$ cat src/rtl/spi_seq.sv
// spi_seq: byte sequencer sitting in front of spi_controller.
//
// The CPU queues bytes into an 8-entry TX FIFO through TXDATA. For every
// byte the sequencer acts as a bus master on spi_controller: it loads DATA,
// raises tx_start, polls STATUS until the byte has finished, stores the
// received byte in the RX FIFO and drops tx_start again. The CPU drains
// received bytes through RXDATA.
//
// Register map (offsets from ADDR):
//   +0  STATUS  RO  [3:0] tx_count, [7:4] rx_count, [8] busy,
//                   [9] tx_ovf (sticky), [10] done (sticky);
//                   any write clears tx_ovf and done
//   +4  CTRL    RW  [0] en, [1] cs, [2] irq_en, [31:3] clkdiv
//   +8  TXDATA  WO  wdata[7:0] pushed when wmask[0] is set
//   +12 RXDATA  RO  head of RX FIFO, popped by the read
//
// Build option: define SPI_SEQ_IRQ_EN to get a registered completion
// interrupt (irq = irq_en & done). Without it irq is tied low and CTRL
// bit2 always reads 0.

// Small FIFO with a combinational head. The head has to be visible in the
// same cycle as the pop (RXDATA returns and pops together, LOAD drives the
// head onto the bus while popping), so the storage is read asynchronously.
// Callers only assert push/pop when the operation is legal.
module spi_seq_fifo #(
    parameter  int DEPTH = 8,
    localparam int AW    = $clog2(DEPTH),
    localparam int CW    = AW + 1
) (
    input  logic          clk,
    input  logic          rst_n,
    input  logic          push,
    input  logic [7:0]    push_data,
    input  logic          pop,
    output logic [7:0]    head,
    output logic [CW-1:0] count,
    output logic          empty,
    output logic          full
);

    logic [7:0]    mem [DEPTH];
    logic [AW-1:0] wr_ptr_reg;
    logic [AW-1:0] wr_ptr_next;
    logic [AW-1:0] rd_ptr_reg;
    logic [AW-1:0] rd_ptr_next;
    logic [CW-1:0] count_reg;
    logic [CW-1:0] count_next;

    // Storage write; contents need no reset because the pointers define validity
    always_ff @(posedge clk) begin
        if (push) begin
            mem[wr_ptr_reg] <= push_data;
        end
    end

    // Pointer and occupancy update; pointers wrap naturally at DEPTH
    always_comb begin
        wr_ptr_next = wr_ptr_reg;
        rd_ptr_next = rd_ptr_reg;
        count_next  = count_reg + CW'(push) - CW'(pop);
        if (push) begin
            wr_ptr_next = wr_ptr_reg + 1'b1;
        end
        if (pop) begin
            rd_ptr_next = rd_ptr_reg + 1'b1;
        end
    end

    // Pointer and count registers
    always_ff @(posedge clk or negedge rst_n) begin
        if (!rst_n) begin
            wr_ptr_reg <= '0;
            rd_ptr_reg <= '0;
            count_reg  <= '0;
        end else begin
            wr_ptr_reg <= wr_ptr_next;
            rd_ptr_reg <= rd_ptr_next;
            count_reg  <= count_next;
        end
    end

    assign head  = mem[rd_ptr_reg];
    assign count = count_reg;
    assign empty = (count_reg == '0);
    assign full  = (count_reg == CW'(DEPTH));

endmodule

module spi_seq #(
    parameter logic [31:0] ADDR       = 32'he000,
    parameter logic [31:0] SPI_ADDR   = 32'hd000,
    parameter int          FIFO_DEPTH = 8
) (
    input  logic        clk,
    input  logic        rst_n,
    // CPU slave bus
    input  logic [31:0] addr,
    input  logic [31:0] wdata,
    input  logic [3:0]  wmask,
    input  logic        wen,
    input  logic        ren,
    output logic [31:0] rdata,
    output logic        ready,
    output logic        active,
    // master bus towards spi_controller
    output logic [31:0] m_addr,
    output logic [31:0] m_wdata,
    output logic [3:0]  m_wmask,
    output logic        m_wen,
    output logic        m_ren,
    input  logic [31:0] m_rdata,
    output logic        irq
);

    localparam int CW = $clog2(FIFO_DEPTH) + 1;

    localparam logic [31:0] SPI_STATUS  = SPI_ADDR;
    localparam logic [31:0] SPI_CONTROL = SPI_ADDR + 32'd4;
    localparam logic [31:0] SPI_DATA    = SPI_ADDR + 32'd8;

`ifdef SPI_SEQ_IRQ_EN
    localparam logic [31:0] CTRL_WR_MASK = 32'hFFFF_FFFF;
`else
    localparam logic [31:0] CTRL_WR_MASK = 32'hFFFF_FFFB;
`endif

    typedef enum logic [2:0] {
        S_IDLE,
        S_SYNC,
        S_LOAD,
        S_START,
        S_WAIT,
        S_CAPTURE,
        S_STOP,
        S_GAP
    } state_t;

    state_t state_reg;
    state_t state_next;

    // register file
    logic [31:0] ctrl_reg;
    logic [31:0] ctrl_next;
    logic        ctrl_dirty_reg;
    logic        tx_ovf_reg;
    logic        done_reg;
    logic        done_next;
    // SPI CONTROL image (tx_start bit clear) last written by SYNC; START and
    // STOP reuse it so a CTRL write mid-byte cannot leak into spi_controller
    logic [31:0] spi_ctrl_reg;
    logic [31:0] spi_ctrl_fresh;

    // address decode
    logic hit_status;
    logic hit_ctrl;
    logic hit_txdata;
    logic hit_rxdata;
    logic ctrl_wr;
    logic status_wr;

    // FIFO plumbing
    logic          tx_push_req;
    logic          tx_push;
    logic          tx_drop;
    logic          tx_pop;
    logic [7:0]    tx_head;
    logic [CW-1:0] tx_count;
    logic [CW-1:0] tx_count_after;
    logic          tx_empty;
    logic          tx_full;
    logic          rx_push;
    logic          rx_pop;
    logic [7:0]    rx_head;
    logic [CW-1:0] rx_count;
    logic          rx_empty;
    logic          rx_full;

    logic        busy;
    logic        done_set;
    logic [3:0]  tx_cnt4;
    logic [3:0]  rx_cnt4;
    logic [31:0] status_word;
    logic        unused_bits;

    assign hit_status = (addr == ADDR);
    assign hit_ctrl   = (addr == ADDR + 32'd4);
    assign hit_txdata = (addr == ADDR + 32'd8);
    assign hit_rxdata = (addr == ADDR + 32'd12);
    assign active     = hit_status | hit_ctrl | hit_txdata | hit_rxdata;
    assign ready      = 1'b1;

    assign ctrl_wr    = wen & hit_ctrl;
    assign status_wr  = wen & hit_status;

    // A push into a full TX FIFO still lands if a pop frees a slot in the same cycle
    assign tx_push_req = wen & hit_txdata & wmask[0];
    assign tx_pop      = (state_reg == S_LOAD) & ~tx_empty;
    assign tx_push     = tx_push_req & (~tx_full | tx_pop);
    assign tx_drop     = tx_push_req & ~tx_push;

    assign rx_pop  = ren & hit_rxdata & ~rx_empty;
    assign rx_push = (state_reg == S_CAPTURE) & (~rx_full | rx_pop);

    assign tx_count_after = tx_count + CW'(tx_push) - CW'(tx_pop);
    assign done_set       = (state_reg == S_CAPTURE) & (tx_count_after == '0);

    assign busy = (state_reg != S_IDLE) && (state_reg != S_SYNC);

    assign tx_cnt4     = 4'(tx_count);
    assign rx_cnt4     = 4'(rx_count);
    assign status_word = {21'b0, done_reg, tx_ovf_reg, busy, rx_cnt4, tx_cnt4};

    // clkdiv lands in SPI CONTROL[31:2] as {1'b0, clkdiv}, cs in bit1
    assign spi_ctrl_fresh = {1'b0, ctrl_reg[31:3], ctrl_reg[1], 1'b0};

    // Only the master read-data fields the FSM looks at are consumed
    assign unused_bits = ^{m_rdata[31:16], m_rdata[7:2]};

    spi_seq_fifo #(.DEPTH(FIFO_DEPTH)) u_tx_fifo (
        .clk       (clk),
        .rst_n     (rst_n),
        .push      (tx_push),
        .push_data (wdata[7:0]),
        .pop       (tx_pop),
        .head      (tx_head),
        .count     (tx_count),
        .empty     (tx_empty),
        .full      (tx_full)
    );

    spi_seq_fifo #(.DEPTH(FIFO_DEPTH)) u_rx_fifo (
        .clk       (clk),
        .rst_n     (rst_n),
        .push      (rx_push),
        .push_data (m_rdata[15:8]),
        .pop       (rx_pop),
        .head      (rx_head),
        .count     (rx_count),
        .empty     (rx_empty),
        .full      (rx_full)
    );

    // Byte-lane merge for CTRL writes
    genvar gi;
    generate
        for (gi = 0; gi < 4; gi++) begin : g_ctrl_lane
            assign ctrl_next[gi*8 +: 8] = (ctrl_wr && wmask[gi])
                                        ? (wdata[gi*8 +: 8] & CTRL_WR_MASK[gi*8 +: 8])
                                        : ctrl_reg[gi*8 +: 8];
        end
    endgenerate

    // Sticky done: a completion in the same cycle as a STATUS write wins
    always_comb begin
        done_next = done_reg;
        if (status_wr) begin
            done_next = 1'b0;
        end
        if (done_set) begin
            done_next = 1'b1;
        end
    end

    // Control/status registers and the SPI CONTROL image
    always_ff @(posedge clk or negedge rst_n) begin
        if (!rst_n) begin
            ctrl_reg       <= '0;
            ctrl_dirty_reg <= 1'b1;
            tx_ovf_reg     <= 1'b0;
            done_reg       <= 1'b0;
            spi_ctrl_reg   <= '0;
        end else begin
            ctrl_reg <= ctrl_next;
            done_reg <= done_next;
            // a CTRL write landing during SYNC keeps the flag so it is synced again
            if (ctrl_wr) begin
                ctrl_dirty_reg <= 1'b1;
            end else if (state_reg == S_SYNC) begin
                ctrl_dirty_reg <= 1'b0;
            end
            if (tx_drop) begin
                tx_ovf_reg <= 1'b1;
            end else if (status_wr) begin
                tx_ovf_reg <= 1'b0;
            end
            if (state_reg == S_SYNC) begin
                spi_ctrl_reg <= spi_ctrl_fresh;
            end
        end
    end

`ifdef SPI_SEQ_IRQ_EN
    logic irq_reg;

    // Registered completion interrupt, held until STATUS is written
    always_ff @(posedge clk or negedge rst_n) begin
        if (!rst_n) begin
            irq_reg <= 1'b0;
        end else begin
            irq_reg <= ctrl_next[2] & done_next;
        end
    end

    assign irq = irq_reg;
`else
    assign irq = 1'b0;
`endif

    // CPU read mux; RXDATA of an empty FIFO reads as zero
    always_comb begin
        rdata = '0;
        if (hit_status) begin
            rdata = status_word;
        end else if (hit_ctrl) begin
            rdata = ctrl_reg;
        end else if (hit_rxdata && !rx_empty) begin
            rdata = {24'b0, rx_head};
        end
    end

    // Sequencer state register
    always_ff @(posedge clk or negedge rst_n) begin
        if (!rst_n) begin
            state_reg <= S_IDLE;
        end else begin
            state_reg <= state_next;
        end
    end

    // Sequencer next state and master-bus drive; idle master bus is all zero
    always_comb begin
        state_next = state_reg;
        m_addr     = '0;
        m_wdata    = '0;
        m_wmask    = '0;
        m_wen      = 1'b0;
        m_ren      = 1'b0;
        case (state_reg)
            S_IDLE: begin
                if (ctrl_dirty_reg) begin
                    state_next = S_SYNC;
                end else if (ctrl_reg[0] && !tx_empty && !rx_full) begin
                    state_next = S_LOAD;
                end
            end
            S_SYNC: begin
                m_addr     = SPI_CONTROL;
                m_wdata    = spi_ctrl_fresh;
                m_wmask    = 4'hF;
                m_wen      = 1'b1;
                state_next = S_IDLE;
            end
            S_LOAD: begin
                m_addr     = SPI_DATA;
                m_wdata    = {24'b0, tx_head};
                m_wmask    = 4'h1;
                m_wen      = 1'b1;
                state_next = S_START;
            end
            S_START: begin
                m_addr     = SPI_CONTROL;
                m_wdata    = spi_ctrl_reg | 32'h1;
                m_wmask    = 4'hF;
                m_wen      = 1'b1;
                state_next = S_WAIT;
            end
            S_WAIT: begin
                m_addr = SPI_STATUS;
                m_ren  = 1'b1;
                if (m_rdata[0]) begin
                    state_next = S_CAPTURE;
                end
            end
            S_CAPTURE: begin
                m_addr     = SPI_DATA;
                m_ren      = 1'b1;
                state_next = S_STOP;
            end
            S_STOP: begin
                m_addr     = SPI_CONTROL;
                m_wdata    = spi_ctrl_reg;
                m_wmask    = 4'hF;
                m_wen      = 1'b1;
                state_next = S_GAP;
            end
            S_GAP: begin
                m_addr = SPI_STATUS;
                m_ren  = 1'b1;
                if (m_rdata[1:0] == 2'b00) begin
                    state_next = S_IDLE;
                end
            end
            default: begin
                state_next = S_IDLE;
            end
        endcase
    end

endmodule

$ cat config.mk
export PLATFORM = sky130hd
export DESIGN_NAME = spi_seq
export DESIGN_NICKNAME = d
export VERILOG_FILES = /design/src/rtl/spi_seq.sv
export SDC_FILE = /design/constraint.sdc
export NUM_CORES = 1
export LEC_CHECK = 0
export ABC_CLOCK_PERIOD_IN_PS = 5190
export CAP_MARGIN = 20
export CORE_AREA = 2 2 142 144
export DETAILED_ROUTE_END_ITERATION = 12
export DIE_AREA = 0 0 144 146
export GPL_ROUTABILITY_DRIVEN = 0
export PLACE_DENSITY_LB_ADDON = 0.25
export SLEW_MARGIN = 30
export SYNTH_ARGS = -nofsm -noshare
export SYNTH_HDL_FRONTEND = slang
export SYNTH_SLANG_ARGS = --single-unit
$ cat constraint.sdc
create_clock -name clk -period 5.19 [get_ports clk]
set_input_delay 1.557 -clock clk [delete_from_list [all_inputs] [get_ports clk]]
set_output_delay 1.557 -clock clk [all_outputs]
set_load 0.005 [all_outputs]
==> impl_metrics.py <==
metrics = {
    "outcome": {
        "status": "complete, no violations",
    },
    "worst_setup_path": {
        "reg2reg_from": "state_reg[1]",
        "crit_fanout": 6,
        "r2r.worst_path.cells": 10,
        "crit_path_end_kind": "output port",
        "critPathKind": "input port to output port",
        "cp_data_arrival_time_ns": 3.55,
        "crit_path_top_delay_cell": "or3_4",
        "rr_endpoint": "done_reg",
        "cp_slowest_stage_delay_ns": 0.48,
        "cp-start-kind": "input port",
        "startpoint": "addr[30]",
        "path_cells": "clkdlybuf4s50_1 > nor4_2 > nand4_1 > or3_4 > buf_4 > o22ai_2 > o21a_1 > clkbuf_2",
        "crit_required_ns": 3.63,
        "ff2ff_setup_slack_ns": 1.68,
    },
    "clock_network": {
        "clock_tree.root_cell": "clkbuf_16",
        "clk_latency_ns": 0.51,
        "ctsLongestPathBuffers": 3,
        "htreeDepth": 1,
        "clkTransAtPathRegs_ns": 0.06,
        "tritoncts": "yes",
        "numCtsBuffers": 23,
        "cts_num_sinks": 215,
    },
    "pwr": {
        "power_density_nw_per_um2": 380,
        "p_leak_uw": 0.00512,
        "swShare": 0.272,
        "power.switching_uw": 1310,
        "pwr-share-comb": 0.209,
        "ir_drop_v": 0.000323,
        "internal-power_uw": 3510,
        "power_frac_clock": 0.352,
        "seqPwrFrac": 0.438,
    },
    "timing": {
        "fin_crit_ns": 5.11,
        "slew_headroom": 0.474,
        "whs_ns": 0.508,
        "skew_ns": 0.0102,
        "max_freq_ghz": 0.196,
        "worst-slew-pin-transition_ns": 0.789,
        "setup_violations": 0,
        "tns_ns": 0,
        "maxSlewViolCount": 0,
        "finalCritPeriodShare": 0.984,
        "final_hold_viol_count": 0,
    },
    "final_layout": {
        "syn2layout_area_growth_pct": 30.1,
        "nets": 958,
        "drive_gt1_frac": 0.294,
        "utilization": 0.655,
        "final_area_sq_um": 12700,
    },
    "yosys": {
        "postSynthAreaPerCell_sq_um": 15.2,
        "synth_top_cell_area_share": 0.395,
        "synth_compound_area_frac": 0.0549,
        "synth_area_sq_um": 9730,
        "synth.most_common_cell": "edfxtp_1",
        "synth_area_leaders": "edfxtp_1 (39%), dfrtp_1 (22%), mux2_2 (7.4%), mux4_2 (7.4%), buf_4 (2.7%)",
        "yosys.area_share.simple": 0.0721,
        "seq_area_frac_synth": 0.619,
        "yosys_warnings": 0,
        "synth.top_cells.by_count": "edfxtp_1 (128), dfrtp_1 (86), mux2_2 (64)",
        "synth_edf_count": 128,
        "synth.largest_area_cell": "edfxtp_1",
        "synthAdderAreaFrac": 0.0247,
        "synth_cells": 639,
        "synthMuxAreaShare": 0.169,
        "async_reset_ff_frac": 0.405,
        "ys_ff_latch": 215,
        "synth-main-ff-cell": "edfxtp_1",
        "synth_top_family_by_area": "multiplexers",
        "ys_types": 56,
        "synth_xor_area_frac": 0.0117,
    },
    "global_routing": {
        "grt.busiest_layer": "met2",
        "grt_max_degree": 64,
        "grtUsageMet3": 0.0283,
        "grt_usage": 0.214,
        "grt_overflow": 0,
        "use_met1": 0.279,
        "antenna_found_initial": 1,
        "grt_pass1_vias": 6350,
        "grt_pass1_wl_mm": 34.8,
        "use_met2": 0.367,
    },
    "routing": {
        "wl_mm": 22.1,
        "antenna_left": 0,
        "drcViolationCount": 0,
        "wl_per_cell_microns": 19.8,
        "via_count": 6052,
        "drt_iter0_markers": 305,
        "drtPass1Iterations": 5,
        "via_per_inst": 5.41,
    },
    "worst_hold_path": {
        "hp-start": "spi_ctrl_reg[1]",
        "hold_depth": 1,
        "hold_end": "spi_ctrl_reg[1]",
        "hold_class": "flip-flop to flip-flop",
    },
    "floorplanning": {
        "start_util": 0.503,
        "fp.dieH_microns": 146,
        "ios": 209,
        "die-width_microns": 144,
        "dieArea_sq_um": 21000,
        "fp-row-count": 51,
        "coreArea_sq_um": 19300,
    },
    "place": {
        "placed_cell_area_sq_um": 11600,
        "place_hpwl_mm": 15.1,
        "port-buffer-count": 156,
    },
    "flow_run": {
        "maxCapViolations": 0,
    },
}
## power by group through the flow
stage	Combinational (uW)	Sequential [uW]	Clock, uW
global route	1100	2130	1810
floorplan	739	2020	0
detailed placement	1010	2140	0
finish	1010	2110	1700
global placement	966	2130	0
CTS	1020	2110	1730
## worst max-delay path by stage
stage                            to  slack (ns)
after CTS                 rdata[24]       0.002
after detailed placement   rdata[6]       -0.52
after global routing      rdata[24]      -0.003
final                      rdata[3]        0.08
after global placement     rdata[6]       -0.51
after floorplan            rdata[0]        0.45
## cells by family after synthesis
kind of cell | Yosys count
AOI/OAI and AO/OA | 74
xor gates and xnor gates | 13
adders and majority gates | 18
buffers and inverters | 88
DFF | 215
muxes | 116
other | 2
and+or+nand+nor | 113
## repair_timing
item	CTS	global route
pin swaps	9	11
endpoints found under the setup margin	32	30
hold buffers	0	0
buffers inserted	18	1
gates cloned	2	0
gates resized for setup	133	37
## per-layer routing
metal / part of all wire / up-vias / routed length, microns
met5: 0 / - / 0
li1: - / 2744 / -
met4: 0.032 / 0 / 710
met3: 0.051 / 55 / 1130
met1: 0.41 / 3054 / 9110
met2: 0.51 / 199 / 11200
## critical path, delay by kind of cell
kind            cells  cell delay, ns
buf+inv             3            0.71
simple gates        3            0.99
compound gates      2            0.29
## cells in the final DEF, fill, tap and decap left out, types with 13 or more instances in the layout
cell type / instances
edfxtp_1: 128
inv_1: 19
and2_1: 15
buf_6: 13
conb_1: 30
nor2_1: 25
nand2_1: 13
mux2i_1: 19
ha_1: 16
buf_4: 44
clkdlybuf4s50_1: 109
dfrtp_1: 86
clkbuf_16: 24
mux4_2: 32
mux2_2: 64
a22o_1: 24
## cell type report
type,count,area (sq um)
multi-input cells,364,3490
clock inverters,7,114
clock buffers,35,682
inverters,20,75.1
repair buffers,212,1940
flip-flops and latches,215,6020
diodes,1,2.50
fillers,1389,6670
well taps,265,332
## through the flow
stage          worst slack (ns)  total power, uW  instances
5_1_grt                -0.00271             5040       1119
3_3_place_gp             -0.510             3100       1057
2_1_floorplan             0.448             2760        667
4_1_cts                 0.00248             4860       1119
6_report                 0.0810             4820       1119
3_5_place_dp             -0.523             3150       1057
(Power assumes the default switching activity.)
